`config.mk`:
```
export PLATFORM = sky130hd
export DESIGN_NAME = xcel_byte_streamer_flat
export DESIGN_NICKNAME = d
export VERILOG_FILES = /design/src/rtl/xcel_byte_streamer_if.sv /design/src/rtl/xcel_byte_streamer.sv /design/src/flat_wrapper.sv
export SDC_FILE = /design/constraint.sdc
export NUM_CORES = 1
export LEC_CHECK = 0
export ABC_AREA = 1
export ABC_CLOCK_PERIOD_IN_PS = 5000
export CAP_MARGIN = 25
export CORE_ASPECT_RATIO = 0.8
export CORE_MARGIN = 8
export CORE_UTILIZATION = 51
export CTS_CLUSTER_DIAMETER = 40
export CTS_CLUSTER_SIZE = 14
export DETAILED_ROUTE_END_ITERATION = 16
export MAX_ROUTING_LAYER = met4
export PLACE_DENSITY = 0.8
export SYNTH_ARGS = -nofsm -noshare
export SYNTH_HDL_FRONTEND = slang
export SYNTH_SLANG_ARGS = --single-unit
```
`constraint.sdc`:
```
create_clock -name clk -period 5 [get_ports clk]
set_clock_uncertainty 0.15 [all_clocks]
set_input_delay 1 -clock clk [delete_from_list [all_inputs] [get_ports clk]]
set_output_delay 1 -clock clk [all_outputs]
set_load 0.005 [all_outputs]
```
`src/rtl/xcel_byte_streamer_if.sv`:
```
`default_nettype none
// ============================================================================
// Module   : xcel_byte_streamer_if
// Brief    : Command, burst-read and element-stream bundle for the byte streamer
// Revision : 1.0
// ============================================================================
interface xcel_byte_streamer_if #(
    parameter int AXI_AWIDTH = 32,
    parameter int AXI_DWIDTH = 32
);
    logic                  cmd_valid;
    logic                  cmd_ready;
    logic [AXI_AWIDTH-1:0] cmd_addr;
    logic [31:0]           cmd_count;

    logic                  read_request_valid;
    logic                  read_request_ready;
    logic [AXI_AWIDTH-1:0] read_addr;
    logic [31:0]           read_len;
    logic [2:0]            read_size;
    logic [1:0]            read_burst;

    logic [AXI_DWIDTH-1:0] read_data;
    logic                  read_data_valid;
    logic                  read_data_ready;

    logic                  elem_valid;
    logic                  elem_ready;
    logic [7:0]            elem_data;
    logic                  elem_last;
    logic                  idle;

    // Streamer side
    modport master (
        input  cmd_valid, cmd_addr, cmd_count,
        input  read_request_ready, read_data, read_data_valid, elem_ready,
        output cmd_ready, read_request_valid, read_addr, read_len, read_size, read_burst,
        output read_data_ready, elem_valid, elem_data, elem_last, idle
    );

    // Command source, memory and consumer side
    modport slave (
        output cmd_valid, cmd_addr, cmd_count,
        output read_request_ready, read_data, read_data_valid, elem_ready,
        input  cmd_ready, read_request_valid, read_addr, read_len, read_size, read_burst,
        input  read_data_ready, elem_valid, elem_data, elem_last, idle
    );
endinterface
`default_nettype wire

```
`src/rtl/xcel_byte_streamer.sv`:
```
`default_nettype none
// ============================================================================
// Module   : xcel_byte_streamer
// Brief    : Byte-addressed command -> INCR burst reads -> one byte per cycle
// Revision : 1.0
// ============================================================================
module xcel_byte_streamer #(
    parameter int AXI_AWIDTH = 32,
    parameter int AXI_DWIDTH = 32,
    parameter int MAX_BURST  = 256
) (
    input  wire logic             clk,
    input  wire logic             rst,
    xcel_byte_streamer_if.master  bus
);
    typedef enum logic [1:0] {
        S_IDLE  = 2'd0,
        S_REQ   = 2'd1,
        S_DATA  = 2'd2,
        S_DRAIN = 2'd3
    } t_state;

    localparam logic [32:0] c_MAX_BEATS = 33'(MAX_BURST);
    localparam logic [31:0] c_MAX_LEN   = 32'(MAX_BURST - 1);

    t_state                r_state;
    logic                  r_idle;
    logic                  r_req_valid;
    logic [AXI_AWIDTH-1:0] r_read_addr;
    logic [31:0]           r_read_len;
    logic [AXI_AWIDTH-1:0] r_addr;
    logic [32:0]           r_beats;
    logic [8:0]            r_burst_cnt;

    logic [AXI_DWIDTH-1:0] r_buf;
    logic                  r_buf_full;
    logic [1:0]            r_ptr;
    logic [1:0]            r_offset;
    logic                  r_first;
    logic [31:0]           r_rem;

    logic                  w_cmd_hs;
    logic                  w_elem_hs;
    logic                  w_release;
    logic                  w_data_ready;
    logic                  w_data_hs;
    logic [32:0]           w_cmd_beats;
    logic [8:0]            w_burst_beats;
    logic [32:0]           w_beats_next;
    logic [AXI_AWIDTH-1:0] w_addr_next;
    logic [AXI_AWIDTH-1:0] w_cmd_word_addr;

    function automatic logic [31:0] f_len(input logic [32:0] beats);
        if (beats >= c_MAX_BEATS) begin
            return c_MAX_LEN;
        end else begin
            return beats[31:0] - 32'd1;
        end
    endfunction

    assign w_cmd_hs        = r_idle && bus.cmd_valid && (bus.cmd_count != 32'd0);
    assign w_elem_hs       = r_buf_full && bus.elem_ready;
    assign w_release       = w_elem_hs && ((r_ptr == 2'd3) || (r_rem == 32'd1));
    // A word may land in the same edge that frees the buffer, so words stream with no bubble
    assign w_data_ready    = (r_state == S_DATA) && (r_burst_cnt != 9'd0)
                             && (!r_buf_full || w_release);
    assign w_data_hs       = w_data_ready && bus.read_data_valid;
    // 33-bit sum so offset + count + 3 cannot wrap
    assign w_cmd_beats     = ({1'b0, bus.cmd_count} + {31'b0, bus.cmd_addr[1:0]} + 33'd3) >> 2;
    assign w_cmd_word_addr = {bus.cmd_addr[AXI_AWIDTH-1:2], 2'b00};
    assign w_burst_beats   = r_read_len[8:0] + 9'd1;
    assign w_beats_next    = r_beats - {24'b0, w_burst_beats};
    assign w_addr_next     = r_addr + {{(AXI_AWIDTH-11){1'b0}}, w_burst_beats, 2'b00};

    always_ff @(posedge clk or negedge rst) begin
        if (!rst) begin
            r_state     <= S_IDLE;
            r_idle      <= 1'b1;
            r_req_valid <= 1'b0;
            r_read_addr <= '0;
            r_read_len  <= '0;
            r_addr      <= '0;
            r_beats     <= '0;
            r_burst_cnt <= '0;
        end else begin
            case (r_state)
                S_IDLE: begin
                    if (w_cmd_hs) begin
                        r_addr      <= w_cmd_word_addr;
                        r_beats     <= w_cmd_beats;
                        r_read_addr <= w_cmd_word_addr;
                        r_read_len  <= f_len(w_cmd_beats);
                        r_req_valid <= 1'b1;
                        r_idle      <= 1'b0;
                        r_state     <= S_REQ;
                    end
                end
                S_REQ: begin
                    if (bus.read_request_ready) begin
                        r_req_valid <= 1'b0;
                        r_burst_cnt <= w_burst_beats;
                        r_state     <= S_DATA;
                    end
                end
                S_DATA: begin
                    if (w_data_hs) begin
                        r_burst_cnt <= r_burst_cnt - 9'd1;
                        if (r_burst_cnt == 9'd1) begin
                            r_beats <= w_beats_next;
                            r_addr  <= w_addr_next;
                            if (w_beats_next != 33'd0) begin
                                r_read_addr <= w_addr_next;
                                r_read_len  <= f_len(w_beats_next);
                                r_req_valid <= 1'b1;
                                r_state     <= S_REQ;
                            end else begin
                                r_state <= S_DRAIN;
                            end
                        end
                    end
                end
                S_DRAIN: begin
                    if (!r_buf_full || w_release) begin
                        r_idle  <= 1'b1;
                        r_state <= S_IDLE;
                    end
                end
                default: r_state <= S_IDLE;
            endcase
        end
    end

    always_ff @(posedge clk or negedge rst) begin
        if (!rst) begin
            r_buf      <= '0;
            r_buf_full <= 1'b0;
            r_ptr      <= 2'd0;
            r_offset   <= 2'd0;
            r_first    <= 1'b0;
            r_rem      <= 32'd0;
        end else begin
            if (w_cmd_hs) begin
                r_rem    <= bus.cmd_count;
                r_offset <= bus.cmd_addr[1:0];
                r_first  <= 1'b1;
            end
            if (w_elem_hs) begin
                r_ptr <= r_ptr + 2'd1;
                r_rem <= r_rem - 32'd1;
            end
            if (w_release) begin
                r_buf_full <= 1'b0;
            end
            // Load wins over release and pointer advance in the same edge
            if (w_data_hs) begin
                r_buf      <= bus.read_data;
                r_buf_full <= 1'b1;
                r_ptr      <= r_first ? r_offset : 2'd0;
                r_first    <= 1'b0;
            end
        end
    end

    assign bus.cmd_ready          = r_idle;
    assign bus.idle               = r_idle;
    assign bus.read_request_valid = r_req_valid;
    assign bus.read_addr          = r_read_addr;
    assign bus.read_len           = r_read_len;
    assign bus.read_size          = 3'd2;
    assign bus.read_burst         = 2'b01;
    assign bus.read_data_ready    = w_data_ready;
    assign bus.elem_valid         = r_buf_full;
    assign bus.elem_data          = r_buf[{r_ptr, 3'b000} +: 8];
    assign bus.elem_last          = r_buf_full && (r_rem == 32'd1);
endmodule
`default_nettype wire

```
`src/flat_wrapper.sv`:
```
// flat-port wrapper written by rule: the top's interface ports become plain ports
module xcel_byte_streamer_flat 
#(
    parameter int AXI_AWIDTH = 32,
    parameter int AXI_DWIDTH = 32,
    parameter int MAX_BURST  = 256
)
  (clk, rst, bus_cmd_valid, bus_cmd_addr, bus_cmd_count, bus_read_request_ready, bus_read_data, bus_read_data_valid, bus_elem_ready, bus_cmd_ready, bus_read_request_valid, bus_read_addr, bus_read_len, bus_read_size, bus_read_burst, bus_read_data_ready, bus_elem_valid, bus_elem_data, bus_elem_last, bus_idle);
  xcel_byte_streamer_if #(.AXI_AWIDTH(AXI_AWIDTH), .AXI_DWIDTH(AXI_DWIDTH)) bus_i ();
  input  wire logic clk;
  input  wire logic rst;
  input wire logic [$bits(bus_i.cmd_valid)-1:0] bus_cmd_valid;
  input wire logic [$bits(bus_i.cmd_addr)-1:0] bus_cmd_addr;
  input wire logic [$bits(bus_i.cmd_count)-1:0] bus_cmd_count;
  input wire logic [$bits(bus_i.read_request_ready)-1:0] bus_read_request_ready;
  input wire logic [$bits(bus_i.read_data)-1:0] bus_read_data;
  input wire logic [$bits(bus_i.read_data_valid)-1:0] bus_read_data_valid;
  input wire logic [$bits(bus_i.elem_ready)-1:0] bus_elem_ready;
  output wire logic [$bits(bus_i.cmd_ready)-1:0] bus_cmd_ready;
  output wire logic [$bits(bus_i.read_request_valid)-1:0] bus_read_request_valid;
  output wire logic [$bits(bus_i.read_addr)-1:0] bus_read_addr;
  output wire logic [$bits(bus_i.read_len)-1:0] bus_read_len;
  output wire logic [$bits(bus_i.read_size)-1:0] bus_read_size;
  output wire logic [$bits(bus_i.read_burst)-1:0] bus_read_burst;
  output wire logic [$bits(bus_i.read_data_ready)-1:0] bus_read_data_ready;
  output wire logic [$bits(bus_i.elem_valid)-1:0] bus_elem_valid;
  output wire logic [$bits(bus_i.elem_data)-1:0] bus_elem_data;
  output wire logic [$bits(bus_i.elem_last)-1:0] bus_elem_last;
  output wire logic [$bits(bus_i.idle)-1:0] bus_idle;
  assign bus_i.cmd_valid = bus_cmd_valid;
  assign bus_i.cmd_addr = bus_cmd_addr;
  assign bus_i.cmd_count = bus_cmd_count;
  assign bus_i.read_request_ready = bus_read_request_ready;
  assign bus_i.read_data = bus_read_data;
  assign bus_i.read_data_valid = bus_read_data_valid;
  assign bus_i.elem_ready = bus_elem_ready;
  assign bus_cmd_ready = bus_i.cmd_ready;
  assign bus_read_request_valid = bus_i.read_request_valid;
  assign bus_read_addr = bus_i.read_addr;
  assign bus_read_len = bus_i.read_len;
  assign bus_read_size = bus_i.read_size;
  assign bus_read_burst = bus_i.read_burst;
  assign bus_read_data_ready = bus_i.read_data_ready;
  assign bus_elem_valid = bus_i.elem_valid;
  assign bus_elem_data = bus_i.elem_data;
  assign bus_elem_last = bus_i.elem_last;
  assign bus_idle = bus_i.idle;
  xcel_byte_streamer #(.AXI_AWIDTH(AXI_AWIDTH), .AXI_DWIDTH(AXI_DWIDTH), .MAX_BURST(MAX_BURST)) u_core (.clk(clk), .rst(rst), .bus(bus_i));
endmodule
```
-- Word level (Yosys, flattened, before mapping)
Index checks and enable logic that the tools add are counted.
- eq/ne operators: 12
- $mul: 0
- muxes and demuxes: 46
- add/sub/neg operators: 10
- bitwise operators: 0
- div/mod/pow operators: 0
- shift-type cells: 1
- magnitude comparators: 2
- reduce and logical (&&, ||, !) cells: 29
- operators with widths (operator ; number):
    $mux W32 ; 14
    $pmux W32 S2 ; 3
    $mux W33 ; 3
    $pmux W33 S2 ; 1
    $sub A32 B1 Y32 const B ; 2
    $add A32 B2 Y33 ; 1
    $add A33 B2 Y33 const B ; 1
    $ge A33 B9 Y1 const B ; 1
    $reduce_bool A33 Y1 ; 1
    $sub A33 B9 Y33 ; 1
    $add A32 B11 Y32 ; 1
    $eq A32 B1 Y1 const B ; 1
    $reduce_bool A32 Y1 ; 1
    $shiftx A32 B6 Y8 ; 1
    $sub A31 B1 Y32 const B ; 1
    $ge A31 B9 Y1 const B ; 1
    $mux W2 ; 9
    $mux W9 ; 2
    $pmux W9 S2 ; 1
    $reduce_bool A2 Y1 ; 7
    $mux W1 ; 10
    $reduce_and A5 Y1 ; 2
    $add A9 B1 Y9 const B ; 1
    $eq A9 B1 Y1 const B ; 1
    other kinds (18) ; 33
- logic and storage cells: 114
- memories kept: 0
- bits in writable memories: 0
- bits in read-only memories: 0
- bits in latches: 0
- register bits: 212

-- Longest topological paths before layout
Gate-level depths: netlist (run 1).
- depth after elaboration: 8
- depth in mapped cells: 29
- depth with buffers taken out: 28

-- Worst setup path before layout (run 1)
No wires, ideal clock.
- path type: in2reg
- start point: in bus_cmd_count[1]
- end point: reg u_core.r_read_len[13] (netlist: u_core.bus.read_len[13])
- path buffers: 1
- slack: 1.006 ns
- data required time: 4.786 ns
- library setup time: 0.064 ns
- data arrival time: 3.780 ns
- stages: 19
- cell sequence: inv_1 > ha_1 > nor2_1 > fa_1 > nand3_1 > nor2_1 > nand3_1 > nor3_1 > nand2_1 > nor3_1 > xnor2_1 > nand4_1 > or2_2 > nor2_2 > nand4_1 > nand2_1 > nand2_4 > buf_6 > nand2_2
- word-level cells in the longest chain between the ends: 6
- RTL lines (element ; line ; text):
    start, declared ; flat_wrapper.sv:14 ; input wire logic [$bits(bus_i.cmd_count)-1:0] bus_cmd_count;
    $add A32 B2 Y33 ; xcel_byte_streamer.sv:69 ; assign w_cmd_beats = ({1'b0, bus.cmd_count} + {31'b0, bus.cmd_addr[1:0]} + 33'd3) >> 2;
    $add A33 B2 Y33 ; xcel_byte_streamer.sv:69 ;
    $sub A31 B1 Y32 / $ge A31 B9 Y1 (equally long branches) ; xcel_byte_streamer.sv:57, xcel_byte_streamer.sv:54 ;
    $mux W32 ; xcel_byte_streamer.sv:54 ; if (beats >= c_MAX_BEATS) begin
    $mux W32 ; xcel_byte_streamer.sv:88 ; if (w_cmd_hs) begin
    $pmux W32 S2 ; xcel_byte_streamer.sv:86 ; case (r_state)
    end signal, assigned ; xcel_byte_streamer.sv:92 ; r_read_len <= f_len(w_cmd_beats);
    end signal, assigned ; xcel_byte_streamer.sv:113 ; r_read_len <= f_len(w_beats_next);
    end, declared ; xcel_byte_streamer.sv:30 ; logic [31:0] r_read_len;
Several ways; a longest one is shown, not always the timed one. The select of a mux whose other input is x is not followed.
A chain may end at the register's enable or synchronous reset.

-- Worst setup path in the final report (run 1)
- start point: in bus_cmd_count[1]
- end point: reg u_core.r_read_len[4] (netlist: u_core.bus.read_len[4])
The elaborated chain is that of the path after synthesis.

==> metrics, run 1 <==
CTS sink cnt=between 200 and 250; GRT Residual Overflow=0; vias in the first global route=around 14,000; final cell count without fillers=between 2,000 and 3,000; largest net degree at the start of global routing=between 100 and 150; DP Worst Slack=-0.175 ns; Placed Instances=~2,600; Die Height=165 um; number of gates resized after cts=0; Seq cells post-synth=around 210; routed wire length=about 48,000 um; postcts setup bufs=0; sequential area share after synthesis=between 30% and 40%; reg-to-reg slack, setup=0.47 ns; nets@finish=approximately 2,300; I/O pins=185; hold slack=~0.32 ns; Final Cycle Share=between 90% and 100%; top-area cell type share of the netlist area=between 30 and 40%; WP data required=5.32 ns; Post-synth EDFFs=0; Vias/cell=about 5.6; R2R Path Start=u_core.bus.read_len[0]; gp weighted congestion=approximately 0.96; layout cells sized above 1=under 10%; setup ws final=between 0.2 and 0.3 ns; Pwr per Cell Area=about 700 nW/um^2; gr usage total=between 20% and 30%; synth top area cells=dfrtp_1 (37%), nand2_1 (16%), inv_1 (7.2%); VDD IR-drop max=between 500 and 600 uV; row cnt=54; Initial Util=52.0%; main flop type after synthesis=dfrtp_1; DP HPWL=between 30,000 and 40,000 um; f_max=~0.21 GHz; max_cap viols=0; crit-path max FO=7; synthesized area per cell=between 6 and 7 sq um; Pins Over Slew Limit=0; CTS buffer count=31; First DRT Iteration DRCs=1,301; CP startpoint kind=input port; most instantiated cells after synthesis=nand2_1 (620), inv_1 (272), dfrtp_1 (211); count of unique library cells instantiated by Yosys=56; Synth async-reset ratio=between 90% and 100%; core area=27,300 sq um; wire per inst=~18 um; clk slew on worst S/H paths=roughly 0.060 ns; initial antenna violation count=0; DR vias=about 15,000; Slew headroom=between 30% and 40%; most frequent cell after synthesis=nand2_1; Die W=a little over 200 um; Critical Path Sink Type=flop; final core utilization=between 60% and 70%; PortBufs=between 150 and 200; critical path launch point=bus_cmd_count[1]; Synth area leader=dfrtp_1; # DRC=0; CP Class=input port to flop; Layout Area Growth over Synthesis=23.3%; reg2reg path depth=26; critical path endpoint=u_core.bus.read_len[4]; post-route minimum period=roughly 4.7 ns; synth warn=0; Arr. time, crit path=between 5 and 6 ns; status=completed; RSZ-0062 raised after global routing=no; worst skew pair latency=around 0.58 ns; Static Leak=between 8 and 9 nW; diode count=0; CTS tree=built; Hold Path Class=flop to flop; Final setup viols=0; hold-fix buffer count after cts=0; first-pass GRT wire length=about 75,000 um; H-tree depth=1; Max Buffers Root-to-Sink=3; Least-Margin Pin Slew=about 0.95 ns; Clk Tree Root Cell=clkbuf_16; Power Total=roughly 0.012 W; DRT antenna net count=0; Final Hold Fails=0; mapped cell area=14,200 sq um; die area=roughly 33,000 sq um; drt first pass iters=5; reg2reg end=u_core.bus.read_len[31]; Post-Synthesis Cells=2,039
-- worst min path at each step --
stage,startpoint,endpoint,slack (ns),cells past startpoint
after detailed placement,u_core.r_buf[10],u_core.r_buf[10],0.31,2
after global placement,u_core.r_addr[0],u_core.r_addr[0],0.30,2
after floorplan,u_core.r_addr[0],u_core.r_addr[0],0.29,2
after CTS,u_core.r_buf[10],u_core.r_buf[10],0.33,2
final,u_core.r_buf[10],u_core.r_buf[10],0.32,2
after global routing,u_core.r_offset[1],u_core.r_offset[1],0.35,2
-- per-stage QoR --
step	cell area, sq um	setup TNS, ns
2_1_floorplan	14200	0
6_report	17500	0
3_5_place_dp	16400	-3.46
5_1_grt	17500	0
3_3_place_gp	16400	0
4_1_cts	17500	0
-- routing by layer --
| metal | wire, um | vias to the layer above | track usage [%] |
|---|---|---|---|
| met4 | 1220 | 0 | 7.50 |
| met1 | 21800 | 6888 | 38.6 |
| li1 | - | 7002 | - |
| met3 | 3380 | 91 | 4.33 |
| met5 | 0 | - | - |
| met2 | 21200 | 608 | 43.7 |
-- logic make-up (layout without fill, tap and decap cells) --
logic type	after synthesis	count (layout)	synth area share [%]
and+or+nand+nor	1111	1111	34.6
buffers and inverters	350	559	9.94
AOI/OAI and AO/OA	272	272	11.5
DFF	212	212	37.4
xor gates and xnor gates	63	63	3.89
adders and majority gates	21	21	2.01
muxes	8	8	0.564
other	2	5	0.0529
-- critical path: stages --
cell and delay (ns):
clkdlybuf4s50_1 0.58, inv_1 0.07, ha_1 0.29, nor2_1 0.21, fa_1 0.23, nand3_1 0.10
nor2_1 0.21, nand3_1 0.18, nor3_1 0.28, nand2_1 0.16, nor2_2 0.19, xor2_1 0.22
nand4_1 0.12, or2_2 0.34, nor2_2 0.25, inv_1 0.16, o21ai_0 0.24, nand2_1 0.09
nand2_1 0.06, nand2_1 0.05
-- final cells by class --
cell class / count / area [sq um]
fillers: 2419 / 9790
multi-input cells: 1480 / 7490
flip-flops and latches: 212 / 5310
repair buffers: 214 / 2110
inverters: 287 / 1080
clock buffers: 33 / 783
well taps: 364 / 455
clock inverters: 25 / 280
-- state kept, by name (all words and copies together) (netlist names) --
| register | cells |
|---|---|
| u_core.r_beats | 33 |
| u_core.bus.read_addr | 32 |
| u_core.bus.read_len | 32 |
| u_core.r_addr | 32 |
| u_core.r_buf | 32 |
| u_core.r_rem | 32 |
| u_core.r_burst_cnt | 9 |
| u_core.r_offset | 2 |
| u_core.r_ptr | 2 |
| u_core.r_state | 2 |
| u_core.bus.cmd_ready | 1 |
| u_core.bus.elem_valid | 1 |
| u_core.bus.read_request_valid | 1 |
| u_core.r_first | 1 |
-- report_power, final --
group / internal, W / total (W) / switching [W] / leakage, nW
Clock: 0.00125 / 0.00221 / 0.000960 / 0.510
Combinational: 0.00244 / 0.00667 / 0.00423 / 5.42
Sequential: 0.00251 / 0.00322 / 0.000716 / 2.63
-- cell usage in the layout (no fill, tap or decap), types with 33 or more instances in the layout --
cell	instances
nor3_1	47
inv_1	272
nand2_2	34
nand2_1	620
xor2_1	51
dfrtp_1	211
o221ai_1	33
clkdlybuf4s50_1	178
nand3_1	110
o21ai_0	148
nand4_1	60
nor2_1	166
Note: power is estimated with default switching activity, not from simulation.
==> inputs of run 2 (changes only) <==
--- a/config.mk
+++ b/config.mk
@@ -9,7 +9,7 @@
 export ABC_CLOCK_PERIOD_IN_PS = 5000
 export CAP_MARGIN = 25
 export CORE_ASPECT_RATIO = 0.8
-export CORE_MARGIN = 8
+export CORE_MARGIN = 2
 export CORE_UTILIZATION = 51
 export CTS_CLUSTER_DIAMETER = 40
 export CTS_CLUSTER_SIZE = 14
==> run 2 against run 1 <==
Worst setup slack better by 0.039 ns. Wire length fell by 5.9%. Sequential cell count unchanged. Sequential power hardly changed. Utilization decreased by 0.15 points. Cell area fell by 0.24%. Register-to-register slack improved by 0.03 ns. Die area shrank 13%. Global-route usage is 3.3 points higher. Count of clock-buffer cells in the layout is 3 higher. Critical path type unchanged. Critical endpoint is now u_core.bus.read_len[2]. Largest power group unchanged.
==> metrics, run 2 (synthesis results as in run 1) <==
post-route minimum period=4.69 ns (-0.0393 ns); wire per inst=17.2 um (-5.7%); max_cap viols=0 (unchanged); Critical Path Sink Type=flop; CP Class=input port to flop; Max Buffers Root-to-Sink=3 (unchanged); CTS sink cnt=212 (unchanged); Final Hold Fails=0 (unchanged); Least-Margin Pin Slew=0.820 ns (-0.126 ns); I/O pins=185 (unchanged); Biggest register=u_core.r_beats; Pins Over Slew Limit=0 (unchanged); clk slew on worst S/H paths=0.06 ns (about the same); Hold Path Class=input port to asynchronous set/reset pin; RSZ-0062 raised after global routing=no; CTS buffer count=31 (unchanged); R2R Path Start=u_core.bus.read_len[1]; gr usage total=31.5% (+3.3 points); Pwr per Cell Area=687 nW/um^2 (-0.65%); GRT Residual Overflow=0 (unchanged); First DRT Iteration DRCs=1,434 (+10%); Final Cycle Share=93.8% (-0.79 points); die area=29,200 sq um (-13%); status=completed; PortBufs=179 (unchanged); most common cell after layout, fill and taps aside=nand2_1; Vias/cell=5.61 (+0.62%); worst skew pair latency=0.57 ns (about the same); fill cell count=2,402 (-0.70%); number of gates resized after cts=0 (unchanged); Die W=191 um (-5.9%); Layout Area Growth over Synthesis=23.0%; CP startpoint kind=input port; multi-input logic area=7490 sq um (unchanged); Static Leak=8.53 nW (-0.37%); DRT antenna net count=0 (unchanged); CTS tree=built; first-pass GRT wire length=72,500 um (-3.8%); WP data required=5.30 ns (-0.02 ns); row cnt=54 (unchanged); Final setup viols=0 (unchanged); nets@finish=2,344 (-0.21%); routed wire length=44,800 um (-5.9%); gp weighted congestion=1.00 (+4.4%); reg2reg end=u_core.bus.read_len[9]; Clk Tree Root Cell=clkbuf_16; hold slack=0.318 ns (-0.00609 ns); hold-fix buffer count after cts=0 (unchanged); vias in the first global route=14,000 (-0.34%); reg-to-reg slack, setup=0.50 ns (+0.03 ns); reg2reg path depth=26 (unchanged); # DRC=0 (unchanged); postcts setup bufs=0 (unchanged); DP Worst Slack=-0.119 ns (+0.0562 ns); initial antenna violation count=0 (unchanged); layout cells sized above 1=7.93% (-0.25 points); H-tree depth=1 (unchanged); DR vias=14,700 (+0.42%); drt first pass iters=6 (+1); core area=27,300 sq um (unchanged); largest net degree at the start of global routing=104 (-8.0%); setup ws final=0.309 ns (+0.0393 ns); Slew headroom=45.2% (+8.7 points); max reg flops=33 (unchanged); register area=5310 sq um (unchanged); commonest non-fill, non-tap cells in the layout=nand2_1 (620), inv_1 (272), dfrtp_1 (211); VDD IR-drop max=433 uV (-16%); Die Height=153 um (-7.3%); f_max=0.213 GHz (+0.84%); Arr. time, crit path=5.00 ns (-0.05 ns); Initial Util=52.0% (unchanged); diode count=0 (unchanged); DP HPWL=33,700 um (-6.2%); crit-path max FO=7 (unchanged)
[run 2: changes by cell type in the layout (fill, tap and decap cells not counted), sizes merged]
cell	previous run	this run
buf	36	31
clkinv	13	8
clkbuf	33	36
clkinvlp	3	5
bufinv	1	2
inv	295	294
[run 2: per-layer routing]
layer  part of all wire [%]  wire length, um  vias to the layer above  GRT usage [%]
met5                      0                0                        -              -
met4                    3.6             1590                        0           10.8
met3                    7.7             3450                      129           3.54
met2                     43            19200                      687           46.5
met1                     46            20500                     6845           45.1
li1                       -                -                     6990              -
[run 2: area by class of cell]
| type | count | share of cell area (%) |
|---|---|---|
| clock inverters | 22 | 1.33 |
| flip-flops and latches | 212 | 30.4 |
| well taps | 364 | 2.61 |
| inverters | 287 | 6.17 |
| multi-input cells | 1480 | 42.9 |
| clock buffers | 36 | 4.66 |
| repair buffers | 209 | 11.9 |
[run 2: worst max-delay path by stage]
stage / from / to / slack, ns / cells after the start
final: bus_cmd_count[1] / u_core.bus.read_len[2] / 0.31 / 20
after global routing: bus_cmd_count[1] / u_core.bus.read_len[4] / 0.09 / 20
after CTS: bus_cmd_count[1] / u_core.bus.read_len[2] / 0.47 / 20
after detailed placement: bus_cmd_count[1] / u_core.bus.read_len[2] / -0.12 / 20
after global placement: bus_cmd_count[1] / u_core.bus.read_len[5] / 0.06 / 20
after floorplan: bus_cmd_count[1] / u_core.bus.read_len[13] / 1.01 / 19
[run 2: stage by stage]
stage | instance area [sq um] | util, % | power (W) | std cells | TNS [ns]
2_1_floorplan | 14200 | - | 0.00752 | 2042 | 0
3_3_place_gp | 16400 | 60.1 | 0.00949 | 2551 | 0
3_5_place_dp | 16400 | 60.1 | 0.00968 | 2551 | -2.06
4_1_cts | 17400 | 63.9 | 0.0119 | 2609 | 0
5_1_grt | 17500 | 64.0 | 0.0130 | 2610 | 0
6_report | 17500 | 64.0 | 0.0120 | 2610 | 0
[run 2: power by group]
part           internal, W  leakage [nW]  switching (W)  total [W]
clock network      0.00130         0.500       0.000892    0.00219
logic              0.00241          5.40        0.00415    0.00656
registers          0.00251          2.63       0.000730    0.00324
total              0.00622          8.53        0.00577     0.0120
[run 2: worst max-delay path, cell delays in order]
cell             delay [ns]
clkdlybuf4s50_1        0.51
inv_1                  0.06
ha_1                   0.28
nor2_1                 0.25
fa_1                   0.25
nand3_1                0.10
nor2_1                 0.22
nand3_1                0.15
nor3_1                 0.29
nand2_1                0.18
nor3_1                 0.22
xnor2_1                0.19
nand4_1                0.10
or2_2                  0.32
nor2_2                 0.30
inv_1                  0.18
o21ai_0                0.20
nand2_1                0.08
nand2_1                0.06
nand2_1                0.05
